**src/rtl/if_fetch_queue.sv**
```systemverilog
// Instruction-fetch front end: issues sequential/predicted fetches to a 1-cycle IM
// and buffers returned instructions in a DEPTH-entry queue toward DC.
module if_fetch_queue #(
    parameter int unsigned     XLEN     = 32,
    parameter int unsigned     DEPTH    = 4,
    parameter logic [XLEN-1:0] RESET_PC = 32'h0
) (
    input  logic                       clk,
    input  logic                       rst,
    output logic [XLEN-1:0]            bp_pc,
    input  logic [XLEN-1:0]            bp_next_pc,
    input  logic                       bp_next_jump,
    output logic [XLEN-1:0]            IM_r_addr,
    output logic                       IM_ready,
    input  logic [XLEN-1:0]            IM_r_data,
    input  logic                       mispredict,
    input  logic [XLEN-1:0]            jb_pc,
    output logic [XLEN-1:0]            IF_out_pc,
    output logic [XLEN-1:0]            IF_out_inst,
    output logic                       IF_out_jump,
    output logic                       IF_valid,
    input  logic                       DC_ready,
    output logic [$clog2(DEPTH+1)-1:0] if_count
);

    localparam int unsigned PW = $clog2(DEPTH);
    localparam int unsigned CW = $clog2(DEPTH + 1);

    logic [XLEN-1:0] pc;
    logic            ifl_valid;
    logic [XLEN-1:0] ifl_pc;
    logic            ifl_jump;

    logic [XLEN-1:0] q_pc   [DEPTH];
    logic [XLEN-1:0] q_inst [DEPTH];
    logic            q_jump [DEPTH];
    logic [PW-1:0]   rd_ptr;
    logic [PW-1:0]   wr_ptr;
    logic [CW-1:0]   count;

    logic [CW:0]     occupied;
    logic            credit_ok;
    logic            push;
    logic            pop;

    // In-flight request reserves a slot; a same-cycle pop is deliberately not credited.
    assign occupied  = {1'b0, count} + {{CW{1'b0}}, ifl_valid};
    assign credit_ok = occupied < (CW+1)'(DEPTH);

    assign IM_r_addr = mispredict ? jb_pc : pc;
    assign bp_pc     = IM_r_addr;
    assign IM_ready  = !rst && (mispredict || credit_ok);

    assign IF_valid  = (count != '0) && !mispredict;
    assign push      = ifl_valid && !mispredict;
    assign pop       = IF_valid && DC_ready;
    assign if_count  = count;

    assign IF_out_pc   = IF_valid ? q_pc[rd_ptr]   : '0;
    assign IF_out_inst = IF_valid ? q_inst[rd_ptr] : '0;
    assign IF_out_jump = IF_valid ? q_jump[rd_ptr] : 1'b0;

    always_ff @(posedge clk or posedge rst) begin
        if (rst) begin
            pc        <= RESET_PC;
            ifl_valid <= 1'b0;
            ifl_pc    <= '0;
            ifl_jump  <= 1'b0;
        end else if (IM_ready) begin
            pc        <= bp_next_pc;
            ifl_valid <= 1'b1;
            ifl_pc    <= IM_r_addr;
            ifl_jump  <= bp_next_jump;
        end else begin
            ifl_valid <= 1'b0;
        end
    end

    always_ff @(posedge clk or posedge rst) begin
        if (rst) begin
            rd_ptr <= '0;
            wr_ptr <= '0;
            count  <= '0;
        end else if (mispredict) begin
            rd_ptr <= '0;
            wr_ptr <= '0;
            count  <= '0;
        end else begin
            if (push) wr_ptr <= wr_ptr + PW'(1);
            if (pop)  rd_ptr <= rd_ptr + PW'(1);
            case ({push, pop})
                2'b10:   count <= count + CW'(1);
                2'b01:   count <= count - CW'(1);
                default: count <= count;
            endcase
        end
    end

    always_ff @(posedge clk) begin
        if (push) begin
            q_pc[wr_ptr]   <= ifl_pc;
            q_inst[wr_ptr] <= IM_r_data;
            q_jump[wr_ptr] <= ifl_jump;
        end
    end

endmodule
```
**config.mk**
```make
export PLATFORM = sky130hd
export DESIGN_NAME = if_fetch_queue
export DESIGN_NICKNAME = d
export VERILOG_FILES = /design/src/rtl/if_fetch_queue.sv
export SDC_FILE = /design/constraint.sdc
export NUM_CORES = 1
export LEC_CHECK = 0
export ABC_AREA = 1
export CORE_ASPECT_RATIO = 1.4
export CORE_MARGIN = 1
export CORE_UTILIZATION = 43
export CTS_CLUSTER_SIZE = 30
export DETAILED_ROUTE_END_ITERATION = 8
export GPL_ROUTABILITY_DRIVEN = 0
export PLACE_DENSITY = 0.78
export SYNTH_ARGS = -nofsm -noshare
export SYNTH_HDL_FRONTEND = slang
export SYNTH_SLANG_ARGS = --single-unit
```
**constraint.sdc**
```tcl
create_clock -name clk -period 9.8 [get_ports clk]
set_clock_uncertainty 0.1 [all_clocks]
set_input_delay 1.47 -clock clk [delete_from_list [all_inputs] [get_ports clk]]
set_output_delay 1.47 -clock clk [all_outputs]
set_load 0.03 [all_outputs]
```
==> results.cfg, run 1 <==
[status]
run_status = completed

[sta]
setup-violations-final = 0
finalHoldWorstSlack_ns = 0.3822
hold_violations = 0
rsz0062_at_grt = no
min_period_over_period_pct = 65.57
setup-tns-final_ns = 0
transition_time_at_the_pin_with_the_least_slew_margin_ns = 0.9269
max_slew_headroom_pct = 38.21
max_freq_ghz = 0.1556
worst_slack_ns = 3.374
finalCriticalPeriod_ns = 6.426
timing.final.max_slew_violations = 0

[synth]
syn-mean-instance-area_um2 = 11.11
yosysMostFrequentCell = sky130_fd_sc_hd__nor2_1
yosysTopAreaCell = sky130_fd_sc_hd__edfxtp_1
postSynthNetCount = 1339
synth.top_cells.by_area = sky130_fd_sc_hd__edfxtp_1 57%, sky130_fd_sc_hd__dfrtp_1 13%, sky130_fd_sc_hd__nor2_1 7.3%
ys_warn_count = 0
synth.ff_latch_count = 333
post-synth-top-area-fraction_pct = 56.98
post_synth_edffs = 260
post_synth_top_flop = sky130_fd_sc_hd__edfxtp_1
syn_inst = 1233
fraction_of_registers_with_async_set_or_reset_after_synthesis_pct = 21.92
yosysSeqAreaShare_pct = 70.31
synth.lib_cells_used.distinct = 23
synthTopCellsByCount = 267 x sky130_fd_sc_hd__nor2_1, 260 x sky130_fd_sc_hd__edfxtp_1, 259 x sky130_fd_sc_hd__nand2_1
post_synth_instance_area_um2 = 13700

[routing]
routed_wl_um = 31480
avgViaCountPerCell = 5.084
ant_nets = 0
initial_drt_markers = 666
drt_pass1_iterations = 5
drc = 0
via_count = 9278
post_drt_wl_per_cell_um = 17.25

[power]
leakage_nw = 6.398
total_power_mw = 4.285
vdd.ir_drop.worst_v = 0.0001353
power.density_nw_per_um2 = 253.4

[clock_tree]
insertion_delay_ns = 0.56
cts_buffers = 30
post_cts_resize_count = 0
clk_pin_slew_ns = 0.06
cts_buffer_depth = 3
hold_buffers = 0
clock_tree.htree_level_count = 1
cts_post_setup_buffers_inserted = 0
clock_tree_from_tritoncts = done
clock_tree.root_cell = sky130_fd_sc_hd__clkbuf_16
cts_num_sinks = 333

[global_routing]
antenna_found_initial = 0
global_route.usage.total_pct = 19.33
globalRouteOverflowTotal = 0
gr-max-usage-layer = met2
globalRouteMet3Util_pct = 2.131
global_route.usage.met1_pct = 23.33
number_of_global_route_vias_before_repair = 9260
grt_first_pass_wirelength_um = 48640
globalRouteMet2Util_pct = 34.36
largest_net_degree_at_the_start_of_global_routing = 82

[setup_path]
worstSetupEndpointType = output pin
cpMostUsedCell = sky130_fd_sc_hd__clkdlybuf4s50_1
worstPathMaxFanout = 81
worstPathRequired_ns = 8.23
start_kind = primary input
worstPathArrival_ns = 4.86
worstSetupPathType = primary input to output pin
critical_path.cell_chain = clkdlybuf4s50_1 > clkinv_2 > buf_4 > nand2_4 > inv_4 > clkdlybuf4s50_1
critical-path-max-stage-delay_ns = 0.82
critPathSlowestCell = sky130_fd_sc_hd__clkdlybuf4s50_1

[cells_and_area]
area_delta_synth_final_pct = 23.40
fin_area_um2 = 16910
nets = 1515
stdcell_count = 1825
share_of_post_route_cells_with_drive_strength_above_1_pct = 5.804
finalCoreUtilization_pct = 53.67
num_antenna_cells = 0

[floorplanning]
die_area_um2 = 32590
floorplan.initialDensity_pct = 43.49
design.core.area_um2 = 31500
fp-row-count = 77
die_height_um = 213.2
io-pin-count = 235
die_x_um = 152.9

[placed_design]
placement.io_buffers = 234
place_worst_setup_slack_ns = 3.306
dpl.cell_count = 1772
dp_hpwl_um = 19470
placed_instance_area_um2 = 16000

[worst_hold_path]
holdCritPathClass = register to register

[flow_run]
maxCapViolations = 0
[flip-flops by register name, indices dropped and copies added (netlist names)]
register	count
ifl_jump	1
if_count	3
q_pc	128
pc	32
wr_ptr	2
ifl_pc	32
ifl_valid	1
q_jump	4
q_inst	128
rd_ptr	2
[final timing paths]
check	from	to	slack [ns]	cells past startpoint
setup / recovery	rst	IM_ready	3.37	6
hold / removal	pc[15]	pc[15]	0.38	2
setup reg to reg	ifl_valid	q_inst[2][23]	7.17	3
hold reg to reg	pc[15]	pc[15]	0.38	2
max in group asynchronous	rst	rd_ptr[0]	7.48	3
min in group asynchronous	rst	pc[16]	1.44	3
[power breakdown]
group	switching (mW)	internal (mW)	leakage [nW]	total [mW]
Combinational	0.884	0.464	2.68	1.35
Clock	0.490	0.601	0.443	1.09
Sequential	0.126	1.72	3.28	1.85
[cell type report]
type / instances / area, µm²
inverters: 32 / 125.1
repair buffers: 246 / 2427
well taps: 395 / 494.2
fillers: 2620 / 14600
clock inverters: 17 / 111.4
flip-flops and latches: 333 / 9639
multi-input cells: 766 / 3317
clock buffers: 36 / 794.5
[routing by layer]
metal,share of wire (%),up-vias,wire (µm)
met3,4.5,69,1421
met5,0,-,0
met1,40,4433,12630
met4,4.2,0,1335
li1,-,4461,-
met2,51,315,16090
[cell families after synthesis]
kind of cell | after synthesis | synth area share (%)
adders and majority gates | 5 | 0.5114
buffers and inverters | 134 | 5.716
and+or+nand+nor | 531 | 14.65
xor gates and xnor gates | 1 | 0.06393
DFF | 333 | 70.31
AOI/OAI and AO/OA | 229 | 8.748
[critical path: cells and delay by family]
kind / cells / cell delay, ns
buffers and inverters: 5 / 2.78
AND/OR/NAND/NOR: 1 / 0.54
[cells in the final DEF (no fill, tap or decap), types with 2 or more instances in the layout]
cell type and instances:
sky130_fd_sc_hd__nor2_1 263, sky130_fd_sc_hd__edfxtp_1 260, sky130_fd_sc_hd__nand2_1 258, sky130_fd_sc_hd__clkdlybuf4s50_1 233, sky130_fd_sc_hd__o21ai_0 122, sky130_fd_sc_hd__dfrtp_1 71, sky130_fd_sc_hd__a21oi_1 66, sky130_fd_sc_hd__clkbuf_16 31
sky130_fd_sc_hd__o21ai_1 27, sky130_fd_sc_hd__inv_1 26, sky130_fd_sc_hd__o21ai_2 14, sky130_fd_sc_hd__buf_4 12, sky130_fd_sc_hd__clkinv_2 9, sky130_fd_sc_hd__clkinv_1 6, sky130_fd_sc_hd__clkbuf_1 5, sky130_fd_sc_hd__nor2_4 4
sky130_fd_sc_hd__ha_1 4, sky130_fd_sc_hd__inv_2 3, sky130_fd_sc_hd__nand3_1 3, sky130_fd_sc_hd__clkinvlp_4 2
Note: power is estimated with default switching activity, not from simulation.
==> run 2: changes to the inputs <==
--- a/config.mk
+++ b/config.mk
@@ -12,7 +12,7 @@
 export CTS_CLUSTER_SIZE = 30
 export DETAILED_ROUTE_END_ITERATION = 8
 export GPL_ROUTABILITY_DRIVEN = 0
-export PLACE_DENSITY = 0.78
+export PLACE_DENSITY = 0.81
 export SYNTH_ARGS = -nofsm -noshare
 export SYNTH_HDL_FRONTEND = slang
 export SYNTH_SLANG_ARGS = --single-unit
==> constraint.sdc (replaced) <==
create_clock -name clk -period 5.2 [get_ports clk]
set_clock_uncertainty 0.1 [all_clocks]
set_input_delay 0.78 -clock clk [delete_from_list [all_inputs] [get_ports clk]]
set_output_delay 0.78 -clock clk [all_outputs]
set_load 0.03 [all_outputs]
==> run 2 against run 1 <==
  * Sequential cell count did not move
  * Design area rose by 0.55%
  * Largest power group unchanged
  * Worst hold slack got worse by 0.0014 ns
  * Register-to-register slack got worse by 4.4 ns
  * Sequential power rose by 85%
  * Highest routed layer unchanged
  * Final cell count rose by 0.27%
==> results.cfg, run 2 (synthesis results as in run 1) <==
[cells_and_area]
area_delta_synth_final_pct = 24.08
stdcell_count = 1830
num_antenna_cells = 0
most_common_cell_after_layout_fill_and_taps_aside = sky130_fd_sc_hd__nor2_1
nFillCells = 2611
area_of_the_multi_input_gates_um2 = 3317
layout_top_registers = q_inst x128, q_pc x128
fin_area_um2 = 17000
share_of_post_route_cells_with_drive_strength_above_1_pct = 5.784
regArea_um2 = 9639
nets = 1517
mostFrequentLayoutCells = 263 x sky130_fd_sc_hd__nor2_1, 260 x sky130_fd_sc_hd__edfxtp_1, 258 x sky130_fd_sc_hd__nand2_1

[clock_tree]
post_cts_resize_count = 0
cts_num_sinks = 333
cts_post_setup_buffers_inserted = 0
hold_buffers = 0
clock_tree.htree_level_count = 1
clk_pin_slew_ns = 0.06
cts_buffers = 30
insertion_delay_ns = 0.56
clock_tree_from_tritoncts = done
cts_buffer_depth = 3
clock_tree.root_cell = sky130_fd_sc_hd__clkbuf_16

[routing]
avgViaCountPerCell = 5.134
initial_drt_markers = 689
routed_wl_um = 32580
post_drt_wl_per_cell_um = 17.80
drt_pass1_iterations = 5
ant_nets = 0
drc = 0
via_count = 9396

[setup_path]
worstPathRequired_ns = 4.32
worstSetupEndpointType = output pin
start_kind = register
worstPathMaxFanout = 43
worstPathArrival_ns = 3.12
worstSetupPathType = register to output pin

[worst_hold_path]
holdCritPathClass = register to register

[placed_design]
dp_hpwl_um = 19850
placed_instance_area_um2 = 16060
dpl.cell_count = 1774
place_worst_setup_slack_ns = 1.287
placement.io_buffers = 234

[sta]
rsz0062_at_grt = no
hold_violations = 0
min_period_over_period_pct = 76.92
finalHoldWorstSlack_ns = 0.3808
timing.final.max_slew_violations = 0
setup-tns-final_ns = 0
max_slew_headroom_pct = 30.99
setup-violations-final = 0
worst_slack_ns = 1.200
transition_time_at_the_pin_with_the_least_slew_margin_ns = 1.035
finalCriticalPeriod_ns = 4.000
max_freq_ghz = 0.2500

[floorplanning]
fp-row-count = 77
die_area_um2 = 32590
io-pin-count = 235
die_x_um = 152.9
design.core.area_um2 = 31500
die_height_um = 213.2
floorplan.initialDensity_pct = 43.49

[power]
vdd.ir_drop.worst_v = 0.0003684
leakage_nw = 6.429
power.density_nw_per_um2 = 481.2

[global_routing]
number_of_global_route_vias_before_repair = 9551
antenna_found_initial = 0
global_route.usage.total_pct = 19.95
grt_first_pass_wirelength_um = 50420
largest_net_degree_at_the_start_of_global_routing = 81
globalRouteOverflowTotal = 0

[flow_run]
maxCapViolations = 0

[status]
run_status = completed
run 2: final timing paths:
check	cells past startpoint	slack, ns	from	endpoint
setup / recovery	6	1.20	rd_ptr[1]	IF_out_pc[29]
hold / removal	2	0.38	pc[23]	pc[23]
setup reg to reg	8	2.80	if_count[0]	ifl_pc[3]
hold reg to reg	2	0.38	pc[23]	pc[23]
max in group asynchronous	3	3.50	rst	rd_ptr[0]
min in group asynchronous	3	0.80	rst	pc[31]
run 2: worst max-delay path: stages (launching register included):
cell and delay [ns]:
sky130_fd_sc_hd__dfrtp_2 0.40, sky130_fd_sc_hd__inv_2 0.71, sky130_fd_sc_hd__buf_4 0.46, sky130_fd_sc_hd__nor2_1 0.09, sky130_fd_sc_hd__o21ai_1 0.16, sky130_fd_sc_hd__a21oi_1 0.11, sky130_fd_sc_hd__clkdlybuf4s50_1 0.62
run 2: power breakdown:
| part | total, mW | switching, mW | internal (mW) |
|---|---|---|---|
| clock network | 2.12 | 0.919 | 1.20 |
| logic | 2.63 | 1.74 | 0.894 |
| registers | 3.43 | 0.186 | 3.24 |
run 2: per-layer routing:
metal / GRT usage [%] / up-vias / share of wire (%) / routed length [µm]
met1: 23.08 / 4489 / 39 / 12730
met3: 2.212 / 77 / 5.2 / 1690
met4: 10.97 / 0 / 4.4 / 1419
li1: - / 4469 / - / -
met5: 0 / - / 0 / 0
met2: 36.27 / 361 / 51 / 16740
run 2: final cells by class:
cell class	count	area share [%]
Inverter	32	0.7359
Clock inverter	10	0.4342
Multi-Input combinational cell	766	19.51
Sequential cell	333	56.70
Tap cell	395	2.907
Clock buffer	46	5.130
Timing Repair Buffer	248	14.59
run 2: per-stage QoR:
step	power [mW]	util, %
after floorplan	5.175	-
after global placement	6.057	50.96
after detailed placement	6.123	50.96
after CTS	8.246	53.97
after global routing	8.577	53.97
final	8.182	53.97
==> run 3: changes to the inputs <==
--- a/config.mk
+++ b/config.mk
@@ -12,7 +12,7 @@
 export CTS_CLUSTER_SIZE = 30
 export DETAILED_ROUTE_END_ITERATION = 8
 export GPL_ROUTABILITY_DRIVEN = 0
-export PLACE_DENSITY = 0.81
+export PLACE_DENSITY = 0.78
 export SYNTH_ARGS = -nofsm -noshare
 export SYNTH_HDL_FRONTEND = slang
 export SYNTH_SLANG_ARGS = --single-unit
==> constraint.sdc (replaced) <==
create_clock -name clk -period 4.15 [get_ports clk]
set_clock_uncertainty 0.1 [all_clocks]
set_input_delay 0.6225 -clock clk [delete_from_list [all_inputs] [get_ports clk]]
set_output_delay 0.6225 -clock clk [all_outputs]
set_load 0.03 [all_outputs]
==> run 3 against run 2 <==
  * Clock power is 40% higher
  * Highest routed layer unchanged
  * Sequential cell count unchanged
  * Combinational power increased by 26%
  * Die area did not move
  * Critical endpoint is now IF_out_pc[3]
  * Utilization increased by 0.61 points
  * Setup slack worse by 0.76 ns
==> results.cfg, run 3 (synthesis results as in run 1) <==
[flow_run]
maxCapViolations = 0

[floorplanning]
design.core.area_um2 = 31500
die_height_um = 213.2
floorplan.initialDensity_pct = 43.49
io-pin-count = 235
die_x_um = 152.9
die_area_um2 = 32590
fp-row-count = 77

[sta]
transition_time_at_the_pin_with_the_least_slew_margin_ns = 0.9515
max_freq_ghz = 0.2695
rsz0062_at_grt = no
setup-violations-final = 0
setup-tns-final_ns = 0
max_slew_headroom_pct = 36.57
hold_violations = 0
finalCriticalPeriod_ns = 3.710
min_period_over_period_pct = 89.40
timing.final.max_slew_violations = 0

[setup_path]
worstSetupPathType = register to output pin
worstPathMaxFanout = 50
start_kind = register
critPathSlowestCell = sky130_fd_sc_hd__clkdlybuf4s50_1
reg2reg_depth = 8
critical-path-max-stage-delay_ns = 0.68
worstSetupEndpointType = output pin
critical_path.cell_chain = clkinv_2 > buf_4 > o21ai_0 > a21oi_1 > clkdlybuf4s50_1
worstPathRequired_ns = 3.43
worstPathArrival_ns = 2.99

[routing]
via_count = 9452
avgViaCountPerCell = 5.157
initial_drt_markers = 631
post_drt_wl_per_cell_um = 17.52
ant_nets = 0
drt_pass1_iterations = 6
drc = 0
routed_wl_um = 32110

[global_routing]
number_of_global_route_vias_before_repair = 9326
global_route.usage.total_pct = 19.65
largest_net_degree_at_the_start_of_global_routing = 132
antenna_found_initial = 0
grt_first_pass_wirelength_um = 49450
globalRouteOverflowTotal = 0

[placed_design]
placement.io_buffers = 234
placed_instance_area_um2 = 16110
dp_hpwl_um = 19650
dpl.cell_count = 1777

[cells_and_area]
stdcell_count = 1833
nets = 1520
layout_top_registers = q_inst x128, q_pc x128
fin_area_um2 = 17190
share_of_post_route_cells_with_drive_strength_above_1_pct = 6.745
mostFrequentLayoutCells = 263 x sky130_fd_sc_hd__nor2_1, 260 x sky130_fd_sc_hd__edfxtp_1, 258 x sky130_fd_sc_hd__nand2_1
area_delta_synth_final_pct = 25.48
most_common_cell_after_layout_fill_and_taps_aside = sky130_fd_sc_hd__nor2_1
num_antenna_cells = 0

[clock_tree]
cts_buffers = 30
post_cts_resize_count = 0
hold_buffers = 0
clock_tree.root_cell = sky130_fd_sc_hd__clkbuf_16
cts_num_sinks = 333
cts_buffer_depth = 3
clk_pin_slew_ns = 0.06
clock_tree_from_tritoncts = done
clock_tree.htree_level_count = 1
cts_post_setup_buffers_inserted = 0
insertion_delay_ns = 0.56

[worst_hold_path]
holdCritPathClass = register to register
holdPathStages = 2

[power]
vdd.ir_drop.worst_v = 0.0004047
leakage_nw = 6.531
power.density_nw_per_um2 = 615.8

[status]
run_status = completed
## run 3: final timing paths
path                             start      endpoint  slack [ns]
max in group asynchronous          rst     rd_ptr[0]        2.61
hold / removal                  pc[28]        pc[28]        0.38
setup / recovery             rd_ptr[0]  IF_out_pc[3]        0.44
hold reg to reg                 pc[28]        pc[28]        0.38
setup reg to reg           if_count[0]         pc[9]        1.65
min in group asynchronous          rst   if_count[2]        0.59
## run 3: routing by layer
layer	global-route usage, %	up-vias	wire length, µm
li1	-	4476	-
met1	23.75	4521	12570
met2	34.51	369	16310
met3	2.172	86	1758
met4	10.87	0	1478
met5	0	-	0
## run 3: area by class of cell
cell class	instances	area [µm²]
Clock buffer	39	835.8
Clock inverter	17	244.0
Fill cell	2601	14310
Inverter	32	125.1
Multi-Input combinational cell	766	3317
Sequential cell	333	9639
Tap cell	395	494.2
Timing Repair Buffer	251	2537
## run 3: critical path: cells and delay by family, from the launching register on
kind / cells / cell delay [ns]
DFF: 1 / 0.49
buffers and inverters: 3 / 1.45
AOI/OAI and AO/OA: 2 / 0.46
## run 3: report_power, final
group	switching (mW)	internal, mW
Combinational	2.18	1.14
Sequential	0.235	4.06
Clock	1.18	1.79
Total	3.60	6.99
## run 3: through the flow
| step | power (mW) | hold slack, ns | setup slack (ns) | utilization [%] |
|---|---|---|---|---|
| final | 10.59 | 0.3815 | 0.4397 | 54.57 |
| after global routing | 11.10 | 0.3910 | 0.2464 | 54.57 |
| after CTS | 10.67 | 0.3824 | 0.3643 | 54.57 |
| after detailed placement | 7.688 | 0.3655 | 0.7689 | 51.15 |
| after global placement | 7.607 | 0.3620 | 0.8492 | 51.15 |
| after floorplan | 6.484 | 0.3492 | -0.1759 | - |
